**src/rtl/conv_sequencer.sv**
```systemverilog
// conv_sequencer: one FSM that schedules load, P-lane MAC compute, output write and drain for a 1-D convolution frame.
// Optional build macro CONV_SEQ_OVERLAP_LOAD_EN lets the next frame's samples load while the current outputs drain.
module conv_sequencer #(
    parameter int LENX    = 8,
    parameter int LENF    = 4,
    parameter int P       = 2,
    parameter int ADDRX   = 3,
    parameter int ADDRF   = 2,
    parameter int MEM_LAT = 1
) (
    input  logic                   clk,
    input  logic                   reset,
    input  logic                   s_valid_x,
    output logic                   s_ready_x,
    output logic                   x_wr_en,
    output logic [ADDRX-1:0]       x_wr_addr,
    output logic [P*ADDRX-1:0]     x_rd_addr,
    output logic [ADDRF-1:0]       f_rd_addr,
    output logic                   acc_en,
    output logic                   acc_clr,
    output logic                   y_wr_en,
    output logic [ADDRX-1:0]       y_wr_addr,
    output logic [$clog2(P+1)-1:0] y_wr_lanes,
    output logic [ADDRX-1:0]       y_rd_addr,
    output logic                   m_valid_y,
    input  logic                   m_ready_y,
    output logic                   frame_done
);

    localparam int SIZE  = LENX - LENF + 1;
    localparam int LANEW = $clog2(P + 1);
    localparam int CW    = ADDRX + 1;
    localparam int WCW   = $clog2(MEM_LAT + 2);

    localparam logic [CW-1:0]    LENX_C = CW'(LENX);
    localparam logic [CW-1:0]    SIZE_C = CW'(SIZE);
    localparam logic [CW-1:0]    P_C    = CW'(P);
    localparam logic [ADDRF-1:0] K_LAST = ADDRF'(LENF - 1);
    localparam logic [WCW-1:0]   W_LAST = WCW'(MEM_LAT);
    localparam logic [ADDRX-1:0] Y_LAST = ADDRX'(SIZE - 1);

    typedef enum logic [2:0] {
        S_LOAD,
        S_ISSUE,
        S_WAIT,
        S_WRITE,
        S_RD,
        S_VALID
    } state_t;

    state_t             state_q, state_d;
    logic [CW-1:0]      load_cnt_q, load_cnt_d;
    logic [CW-1:0]      g_q, g_d;
    logic [ADDRF-1:0]   k_q, k_d;
    logic [WCW-1:0]     wait_q, wait_d;
    logic [ADDRX-1:0]   y_rd_q, y_rd_d;
    logic [MEM_LAT-1:0] issue_sr_q, issue_sr_d;
    logic [MEM_LAT-1:0] clr_sr_q, clr_sr_d;
    logic               s_ready_q, s_ready_d;
    logic [ADDRF-1:0]   f_rd_q, f_rd_d;
    logic [P*ADDRX-1:0] x_rd_q, x_rd_d;
    logic               y_wr_en_q, y_wr_en_d;
    logic [ADDRX-1:0]   y_wr_addr_q, y_wr_addr_d;
    logic [LANEW-1:0]   y_wr_lanes_q, y_wr_lanes_d;
    logic               m_valid_q, m_valid_d;

    logic accept;
    logic handshake;
    logic last_out;
    int   lane_sum;

    assign accept     = s_valid_x & s_ready_q;
    assign handshake  = m_valid_q & m_ready_y;
    assign last_out   = (y_rd_q == Y_LAST);

    assign s_ready_x  = s_ready_q;
    assign x_wr_en    = accept;
    assign x_wr_addr  = load_cnt_q[ADDRX-1:0];
    assign x_rd_addr  = x_rd_q;
    assign f_rd_addr  = f_rd_q;
    assign acc_en     = issue_sr_q[MEM_LAT-1];
    assign acc_clr    = clr_sr_q[MEM_LAT-1];
    assign y_wr_en    = y_wr_en_q;
    assign y_wr_addr  = y_wr_addr_q;
    assign y_wr_lanes = y_wr_lanes_q;
    assign y_rd_addr  = y_rd_q;
    assign m_valid_y  = m_valid_q;
    assign frame_done = handshake & last_out;

    // Next-state and counter schedule; the output registers below are derived from the next state.
    always_comb begin
        state_d    = state_q;
        load_cnt_d = accept ? load_cnt_q + CW'(1) : load_cnt_q;
        g_d        = g_q;
        k_d        = k_q;
        wait_d     = wait_q;
        y_rd_d     = y_rd_q;

        case (state_q)
            S_LOAD: begin
                if (accept && load_cnt_q == LENX_C - CW'(1)) begin
                    state_d    = S_ISSUE;
                    load_cnt_d = '0;
                    g_d        = '0;
                    k_d        = '0;
                end
            end
            S_ISSUE: begin
                if (k_q == K_LAST) begin
                    state_d = S_WAIT;
                    k_d     = '0;
                    wait_d  = '0;
                end else begin
                    k_d = k_q + ADDRF'(1);
                end
            end
            S_WAIT: begin
                if (wait_q == W_LAST) begin
                    state_d = S_WRITE;
                    wait_d  = '0;
                end else begin
                    wait_d = wait_q + WCW'(1);
                end
            end
            S_WRITE: begin
                if (g_q + P_C >= SIZE_C) begin
                    state_d = S_RD;
                    y_rd_d  = '0;
                end else begin
                    state_d = S_ISSUE;
                    g_d     = g_q + P_C;
                    k_d     = '0;
                end
            end
            S_RD: begin
                state_d = S_VALID;
            end
            S_VALID: begin
                if (handshake) begin
                    if (last_out) begin
                        g_d    = '0;
                        k_d    = '0;
                        y_rd_d = '0;
`ifdef CONV_SEQ_OVERLAP_LOAD_EN
                        // A fully preloaded next frame skips LOAD entirely.
                        if (load_cnt_d == LENX_C) begin
                            state_d    = S_ISSUE;
                            load_cnt_d = '0;
                        end else begin
                            state_d = S_LOAD;
                        end
`else
                        state_d    = S_LOAD;
                        load_cnt_d = '0;
`endif
                    end else begin
                        state_d = S_RD;
                        y_rd_d  = y_rd_q + ADDRX'(1);
                    end
                end
            end
            default: begin
                state_d = S_LOAD;
            end
        endcase
    end

    always_comb begin
        lane_sum   = 0;
        issue_sr_d = '0;
        clr_sr_d   = '0;
        x_rd_d     = '0;

`ifdef CONV_SEQ_OVERLAP_LOAD_EN
        s_ready_d = (state_d == S_LOAD) ||
                    ((state_d == S_RD || state_d == S_VALID) && load_cnt_d < LENX_C);
`else
        s_ready_d = (state_d == S_LOAD);
`endif

        // acc_en/acc_clr trail each issue cycle by exactly MEM_LAT cycles.
        issue_sr_d[0] = (state_q == S_ISSUE);
        clr_sr_d[0]   = (state_q == S_ISSUE) && (k_q == '0);
        for (int j = 1; j < MEM_LAT; j++) begin
            issue_sr_d[j] = issue_sr_q[j-1];
            clr_sr_d[j]   = clr_sr_q[j-1];
        end

        f_rd_d = (state_d == S_ISSUE) ? k_d : '0;
        for (int i = 0; i < P; i++) begin
            lane_sum = int'(g_d) + i + int'(k_d);
            if (lane_sum > LENX - 1) begin
                lane_sum = LENX - 1;
            end
            if (state_d == S_ISSUE) begin
                x_rd_d[i*ADDRX +: ADDRX] = ADDRX'(lane_sum);
            end
        end

        y_wr_en_d    = (state_d == S_WRITE);
        y_wr_addr_d  = (state_d == S_WRITE) ? g_d[ADDRX-1:0] : '0;
        y_wr_lanes_d = '0;
        if (state_d == S_WRITE) begin
            if (SIZE_C - g_d >= P_C) begin
                y_wr_lanes_d = LANEW'(P);
            end else begin
                y_wr_lanes_d = LANEW'(SIZE_C - g_d);
            end
        end

        m_valid_d = (state_d == S_VALID);
    end

    always_ff @(posedge clk) begin
        if (reset) begin
            state_q      <= S_LOAD;
            load_cnt_q   <= '0;
            g_q          <= '0;
            k_q          <= '0;
            wait_q       <= '0;
            y_rd_q       <= '0;
            issue_sr_q   <= '0;
            clr_sr_q     <= '0;
            s_ready_q    <= 1'b1;
            f_rd_q       <= '0;
            x_rd_q       <= '0;
            y_wr_en_q    <= 1'b0;
            y_wr_addr_q  <= '0;
            y_wr_lanes_q <= '0;
            m_valid_q    <= 1'b0;
        end else begin
            state_q      <= state_d;
            load_cnt_q   <= load_cnt_d;
            g_q          <= g_d;
            k_q          <= k_d;
            wait_q       <= wait_d;
            y_rd_q       <= y_rd_d;
            issue_sr_q   <= issue_sr_d;
            clr_sr_q     <= clr_sr_d;
            s_ready_q    <= s_ready_d;
            f_rd_q       <= f_rd_d;
            x_rd_q       <= x_rd_d;
            y_wr_en_q    <= y_wr_en_d;
            y_wr_addr_q  <= y_wr_addr_d;
            y_wr_lanes_q <= y_wr_lanes_d;
            m_valid_q    <= m_valid_d;
        end
    end

endmodule

```
**config.mk**
```make
export PLATFORM = sky130hd
export DESIGN_NAME = conv_sequencer
export DESIGN_NICKNAME = d
export VERILOG_FILES = /design/src/rtl/conv_sequencer.sv
export SDC_FILE = /design/constraint.sdc
export NUM_CORES = 1
export LEC_CHECK = 0
export BUFFER_PORTS_ARGS = -buffer_cell sky130_fd_sc_hd__buf_2
export CAP_MARGIN = 15
export CORE_MARGIN = 8
export CORE_UTILIZATION = 30
export DETAILED_ROUTE_END_ITERATION = 8
export HOLD_SLACK_MARGIN = 0.08
export PLACE_DENSITY = 0.48
export SYNTH_ARGS = -nofsm -noshare
export SYNTH_HDL_FRONTEND = slang
export SYNTH_SLANG_ARGS = --single-unit
```
**constraint.sdc**
```tcl
create_clock -name clk -period 4.06 [get_ports clk]
set_input_delay 1.218 -clock clk [delete_from_list [all_inputs] [get_ports clk]]
set_output_delay 1.218 -clock clk [all_outputs]
set_load 0.05 [all_outputs]
```
==> impl_results.md, run 1 <==
- Clock-pin slew of the registers on the worst-case setup and hold paths: around 70 ps
- Synthesized area: 1830 um^2
- Setup-failing EPs final: 0
- Final hold violation count: 0
- First-pass GRT wire length: 7.26 mm
- Post-CTS resize count: 0
- Design area: around 2100 um^2
- Crit end category: flop
- Top_reg_cell synth: dfxtp_1
- Placed insts: 303
- Num CTS Buffers: 5
- Initial Util: 0.309
- Leak: 0.870 nW
- Final WL: 4.08 mm
- Largest area contributor in the netlist: dfxtp_1
- Register-to-Register Path Depth: 11
- Sequential fraction of the synthesis area: 0.395
- Post-place setup slack: 541 ps
- Worst path max stage delay: 540 ps
- Design Power: slightly below 0.7 mW
- Critical-path maximum fanout: 4
- Slew @ Worst Pin: 566 ps
- Minimum clock period: around 3200 ps
- Critical path's slowest cell: or4_1
- Vias in the first global route: 1542
- Post-CTS Setup Bufs: 0
- Async S/R FF share, synth: 0
- Fin. max-slew vios: 0
- Top cell type's share of synthesized area: 0.395
- WL per Instance: 13.1 um
- Number of port buffers: 29
- Synthesized Nets: 223
- Post-synth top cells: dfxtp_1, nor2_1, inv_1, a21oi_1, nand2_1
- Gp weighted congestion: between 0.8 and 0.9
- Layout area overhead: 15.7%
- Finished Layout Cells: 311
- Post-synth EDFFs: 0
- Min Hold Slack: 470 ps
- Synth area leaders: dfxtp_1, ha_1, nor2_1
- CTS tree: done
- Fin crit share: 0.794
- Worst hold stages: 1
- DRC: 0
- Hold path startpoint: wait_q[1]$_SDFFE_PP0P_
- Critical Path RT: 4230 ps
- Hold crit path type: reg2reg
- Worst R2R End: x_rd_addr[4]$_SDFF_PP0_
- Post-synth cell types: 49
- Via count: between 1500 and 2000
- Crit Path Category: in2reg
- Relative slew slack: 0.619
- PD cells: 326 nW/um^2
- DRT iter0 DRCs: 180
- Worst setup SP type: primary input
- Reg2Reg Launch Point: y_rd_addr[0]$_SDFFE_PP0P_
- ANT cells: 0
- Drt first pass iters: 5
- Crit path DAT: ~3400 ps
- Die footprint: 8840 um^2
- Final worst slack: 836 ps
- Family with the most delay on the worst path: simple AND/OR/NAND/NOR gates
- Mapped Cells: 208
- WHS Endpoint: wait_q[1]$_SDFFE_PP0P_
- Share of layout cells above drive strength 1: 0.203
- Synthesized area per cell: 8.78 um^2
- Initial antenna violation count: 0
- Post-route ant nets: 0
- Nets: 250
- Total GRT Usage: 0.103
- Die width: 94.0 um
- CP bufs+invs: 1
- Unrepaired setup endpoints after global routing: false
- Skew-Pair Late Insertion Delay: 290 ps
- Worst Skew: 6.88 ps
- CTS Hold Bufs: 0
- Htree depth: 2
- Total congestion overflow: 0
- Worst reg2reg setup slack: approximately 1300 ps
- Max Freq: 0.310 GHz
- Max Cap Viol: 0
- Synthesized flop and latch total: 36
- Clock sink count: 36
- Crit-path cells: buf_2 > nand4_1 > or3_1 > a21oi_1 > o22ai_4 > ha_1 > or4_1 > mux2i_1 > a221oi_2
- Ports: 30
- Clk root buf: clkbuf_8
- Status: finished, final reports clean
- Placeable Area: 5920 um^2
- Setup total negative slack: 0 ps
- Final core utilization: 0.357
- # rows: 28
- Maximum root-to-sink buffer count: 2
- Peak VDD IR: 112 uV
- Yosys warns: 0
- Post-detail-place hpwl: 2.98 mm
- Largest net degree at the start of global routing: 17
- Count leader, synth: dfxtp_1
- Die H: 94.0 um
- Placed cell area: approximately 2000 um^2
- Vias/cell: 4.91
## cells by family (layout without fill, tap and decap cells)
| family | count (synthesis) | count (layout) | share of synthesized area |
|---|---|---|---|
| AOI/OAI and AO/OA | 46 | 46 | 0.182 |
| xor gates and xnor gates | 9 | 9 | 0.0534 |
| adders and majority gates | 11 | 11 | 0.0753 |
| buffers and inverters | 28 | 56 | 0.0740 |
| DFF | 36 | 36 | 0.395 |
| muxes | 1 | 1 | 0.00548 |
| and+or+nand+nor | 77 | 77 | 0.215 |
## report_power, final
part | switching [mW] | internal [mW]
sequential | 0.00242 | 0.355
clock | 0.126 | 0.182
combinational | 0.0172 | 0.00630
## routing by layer
metal | global-route usage | part of all wire
met5 | 0 | 0
met4 | 0.0542 | 0.023
met3 | 0.0352 | 0.068
met2 | 0.162 | 0.46
met1 | 0.122 | 0.45
## flip-flops by register name, indices dropped and copies added, names as in the netlist, 2 cells and up
signal and count:
k_q 2, x_rd_addr 6, y_wr_lanes 2, load_cnt_q 4, f_rd_addr 2, y_wr_addr 3, y_rd_addr 3, wait_q 2
g_q 4, state_q 3
## cell usage in the layout (no fill, tap or decap), drive strengths merged, types with 5 or more instances in the layout
cell type | netlist | routed
o21ai | 8 | 8
nand2b | 5 | 5
nand3 | 6 | 6
a21oi | 14 | 14
a31oi | 6 | 6
xor2 | 5 | 5
buf | 6 | 30
dfxtp | 36 | 36
and2 | 6 | 6
nand2 | 14 | 14
nor2 | 24 | 24
ha | 11 | 11
inv | 18 | 18
clkbuf | 4 | 6
## area by class of cell
type	count	area [um^2]
Clock buffer	6	72.6
Fill cell	623	3810
Timing Repair Buffer	30	153
Tap cell	75	93.8
Sequential cell	36	721
Inverter	18	67.6
Clock inverter	2	35.0
Multi-Input combinational cell	144	971
## worst reg2reg max path, stage by stage, from the launching register on
cell      delay, ps
dfxtp_1         350
inv_1            80
ha_1            220
and4_4          220
and3_4          180
o21ai_2         260
and2_2          240
inv_1            90
ha_1            260
or4_1           530
mux2i_1         190
a221oi_2         80
## worst max-delay path by stage
stage	from	to	slack, ps	cells after the start
6_report	s_valid_x	x_rd_addr[4]$_SDFF_PP0_	840	9
5_1_grt	s_valid_x	x_rd_addr[4]$_SDFF_PP0_	700	9
4_1_cts	s_valid_x	x_rd_addr[4]$_SDFF_PP0_	850	9
3_5_place_dp	s_valid_x	x_rd_addr[4]$_SDFF_PP0_	540	9
3_3_place_gp	s_valid_x	x_rd_addr[4]$_SDFF_PP0_	570	9
2_1_floorplan	m_ready_y	x_rd_addr[4]$_SDFF_PP0_	720	10
Power figures use the tool's default switching activity.
==> run 2: changes to the inputs <==
--- a/config.mk
+++ b/config.mk
@@ -11,7 +11,7 @@
 export CORE_UTILIZATION = 30
 export DETAILED_ROUTE_END_ITERATION = 8
 export HOLD_SLACK_MARGIN = 0.08
-export PLACE_DENSITY = 0.48
+export PLACE_DENSITY = 0.5
 export SYNTH_ARGS = -nofsm -noshare
 export SYNTH_HDL_FRONTEND = slang
 export SYNTH_SLANG_ARGS = --single-unit
==> constraint.sdc (replaced) <==
create_clock -name clk -period 2.95 [get_ports clk]
set_input_delay 0.885 -clock clk [delete_from_list [all_inputs] [get_ports clk]]
set_output_delay 0.885 -clock clk [all_outputs]
set_load 0.05 [all_outputs]
==> run 2 against run 1 <==
Global-route usage down 0.21 points. Die area did not move. Non-clock buffer count rose by 11. Routed wire length rose by 2.2%. Via count increased by 2.6%. Clock skew is 2.0 ps higher. Final area rose by 4.4%. Critical path type unchanged. Largest cell class unchanged. Largest power group unchanged.
==> impl_results.md, run 2 (synthesis results as in run 1) <==
- Status: finished, final reports clean
- M1 GR Usage: 0.120 (-0.00159)
- Worst setup SP type: primary input
- Htree depth: 2 (unchanged)
- Number of port buffers: 29 (unchanged)
- Met2 Usage GRT: 0.163 (+0.00117)
- Fill cells: 610 (-2.1%)
- Final WL: 4.17 mm (+2.2%)
- Design area: 2210 um^2 (+4.4%)
- Total GRT Usage: 0.101 (-0.00207)
- Die footprint: 8840 um^2 (unchanged)
- Final hold violation count: 0 (unchanged)
- Initial antenna violation count: 0 (unchanged)
- Combinational power share: 0.036 (+0.002)
- Clock-pin slew of the registers on the worst-case setup and hold paths: 70 ps (about the same)
- GR met3 Demand/Resource: 0.0280 (-0.00719)
- Reg power frac: 0.545 (+0.026)
- Clock sink count: 36 (unchanged)
- Finished Layout Cells: 321 (+3.2%)
- Setup total negative slack: 0 ps (unchanged)
- Die width: 94.0 um (unchanged)
- Total congestion overflow: 0 (unchanged)
- Unrepaired setup endpoints after global routing: false
- Nets: 261 (+4.4%)
- Leak: 0.921 nW (+5.9%)
- Crit Path Category: in2reg
- WL per Instance: 13.0 um (-0.98%)
- Sw frac: 0.218 (+0.00633)
- Post-detail-place hpwl: 3.12 mm (+4.8%)
- Slew @ Worst Pin: 482 ps (-84.7 ps)
- Post-route ant nets: 0 (unchanged)
- Setup-failing EPs final: 0 (unchanged)
- CTS Hold Bufs: 0 (unchanged)
- Peak VDD IR: 167 uV (+49%)
- Critical-path maximum fanout: 3 (-1)
- Ports: 30 (unchanged)
- Layout area overhead: 20.8%
- Post-place setup slack: -65.8 ps (-607 ps)
- DRC: 0 (unchanged)
- GR peak layer: met2
- Crit path DAT: 2890 ps (-500 ps)
- Minimum clock period: 2720 ps
- Vias/cell: 4.88 (-0.64%)
- CTS tree: done
- DRT iter0 DRCs: 79 (-56%)
- Post-CTS Setup Bufs: 0 (unchanged)
- Critical Path RT: 3120 ps (-1110 ps)
- # rows: 28 (unchanged)
- Fin crit share: 0.923
- ANT cells: 0 (unchanged)
- Clk root buf: clkbuf_8
- PD cells: 409 nW/um^2 (+25%)
- Most common cell after layout, fill and taps aside: dfxtp_1
- Largest net degree at the start of global routing: 17 (unchanged)
- Placed insts: 314 (+3.6%)
- Share of layout cells above drive strength 1: 0.252 (+0.0486)
- Most frequent cells in the layout: dfxtp_1, buf_2, nor2_1
- Num CTS Buffers: 5 (unchanged)
- Gp weighted congestion: 0.829 (+1.1%)
- Design Power: 0.902 mW (+31%)
- Die H: 94.0 um (unchanged)
- Share of total power in the clock network: 0.419 (-0.028)
- Worst Skew: 8.90 ps (+2.02 ps)
- Pint: 0.705 mW (+30%)
- Post-CTS resize count: 0 (unchanged)
- Hold crit path type: reg2reg
- Max Freq: roughly 0.37 GHz
- Fin. max-slew vios: 0 (unchanged)
- Max Cap Viol: 0 (unchanged)
- Placeable Area: 5920 um^2 (unchanged)
- Number of flip-flops in the largest register: 6 (unchanged)
- Crit end category: flop
- Drt first pass iters: 4 (-1)
- Relative slew slack: 0.676 (+0.0575)
- Maximum root-to-sink buffer count: 2 (unchanged)
- Initial Util: 0.309 (unchanged)
- Skew-Pair Late Insertion Delay: 290 ps (about the same)
- Final worst slack: 226 ps (-609 ps)
- Via count: 1566 (+2.6%)
- Sw power: 0.197 mW (+35%)
- First-pass GRT wire length: 7.20 mm (-0.76%)
- Vias in the first global route: 1553 (+0.71%)
- Placed cell area: 2110 um^2 (+5.2%)
run 2: metal layers:
| layer | share of wire | wire length, um | vias up |
|---|---|---|---|
| met5 | 0 | 0 | - |
| met4 | 0.023 | 94 | 0 |
| met3 | 0.062 | 257 | 6 |
| met2 | 0.45 | 1890 | 33 |
| met1 | 0.46 | 1930 | 735 |
| li1 | - | - | 792 |
run 2: power by group through the flow:
| stage | Combinational [mW] | Clock, mW | Sequential [mW] |
|---|---|---|---|
| after global routing | 0.0346 | 0.411 | 0.492 |
| after CTS | 0.0329 | 0.392 | 0.492 |
| final | 0.0323 | 0.378 | 0.492 |
| after floorplan | 0.0280 | 0 | 0.503 |
| after detailed placement | 0.0328 | 0 | 0.503 |
| after global placement | 0.0325 | 0 | 0.503 |
run 2: through the flow:
step | hold slack (ps) | util
4_1_cts | 470 | 0.373
3_3_place_gp | 449 | 0.357
3_5_place_dp | 449 | 0.357
6_report | 468 | 0.373
5_1_grt | 490 | 0.373
2_1_floorplan | 431 | -
run 2: final cells by class:
type	instances	area (um^2)	share of cell area
multi-input combinational	144	991	0.449
sequential	36	723	0.328
timing repair buffer	41	235	0.107
clock buffer	7	96.3	0.0437
tap	75	93.8	0.0425
inverter	18	67.6	0.0306
run 2: critical path, cell delays in order:
cell,delay [ps]
buf_2,80
nand4_1,140
or3_1,360
a21oi_1,250
o22ai_4,120
ha_4,250
or4_1,520
mux2i_1,180
a221oi_2,80
run 2: final timing paths:
path,start,endpoint,slack (ps),cells past startpoint
min reg2reg,wait_q[1]$_SDFFE_PP0P_,wait_q[1]$_SDFFE_PP0P_,470,1
min,wait_q[1]$_SDFFE_PP0P_,wait_q[1]$_SDFFE_PP0P_,470,1
max,s_valid_x,x_rd_addr[4]$_SDFF_PP0_,230,9
max reg2reg,load_cnt_q[0]$_SDFF_PP0_,x_rd_addr[4]$_SDFF_PP0_,340,9
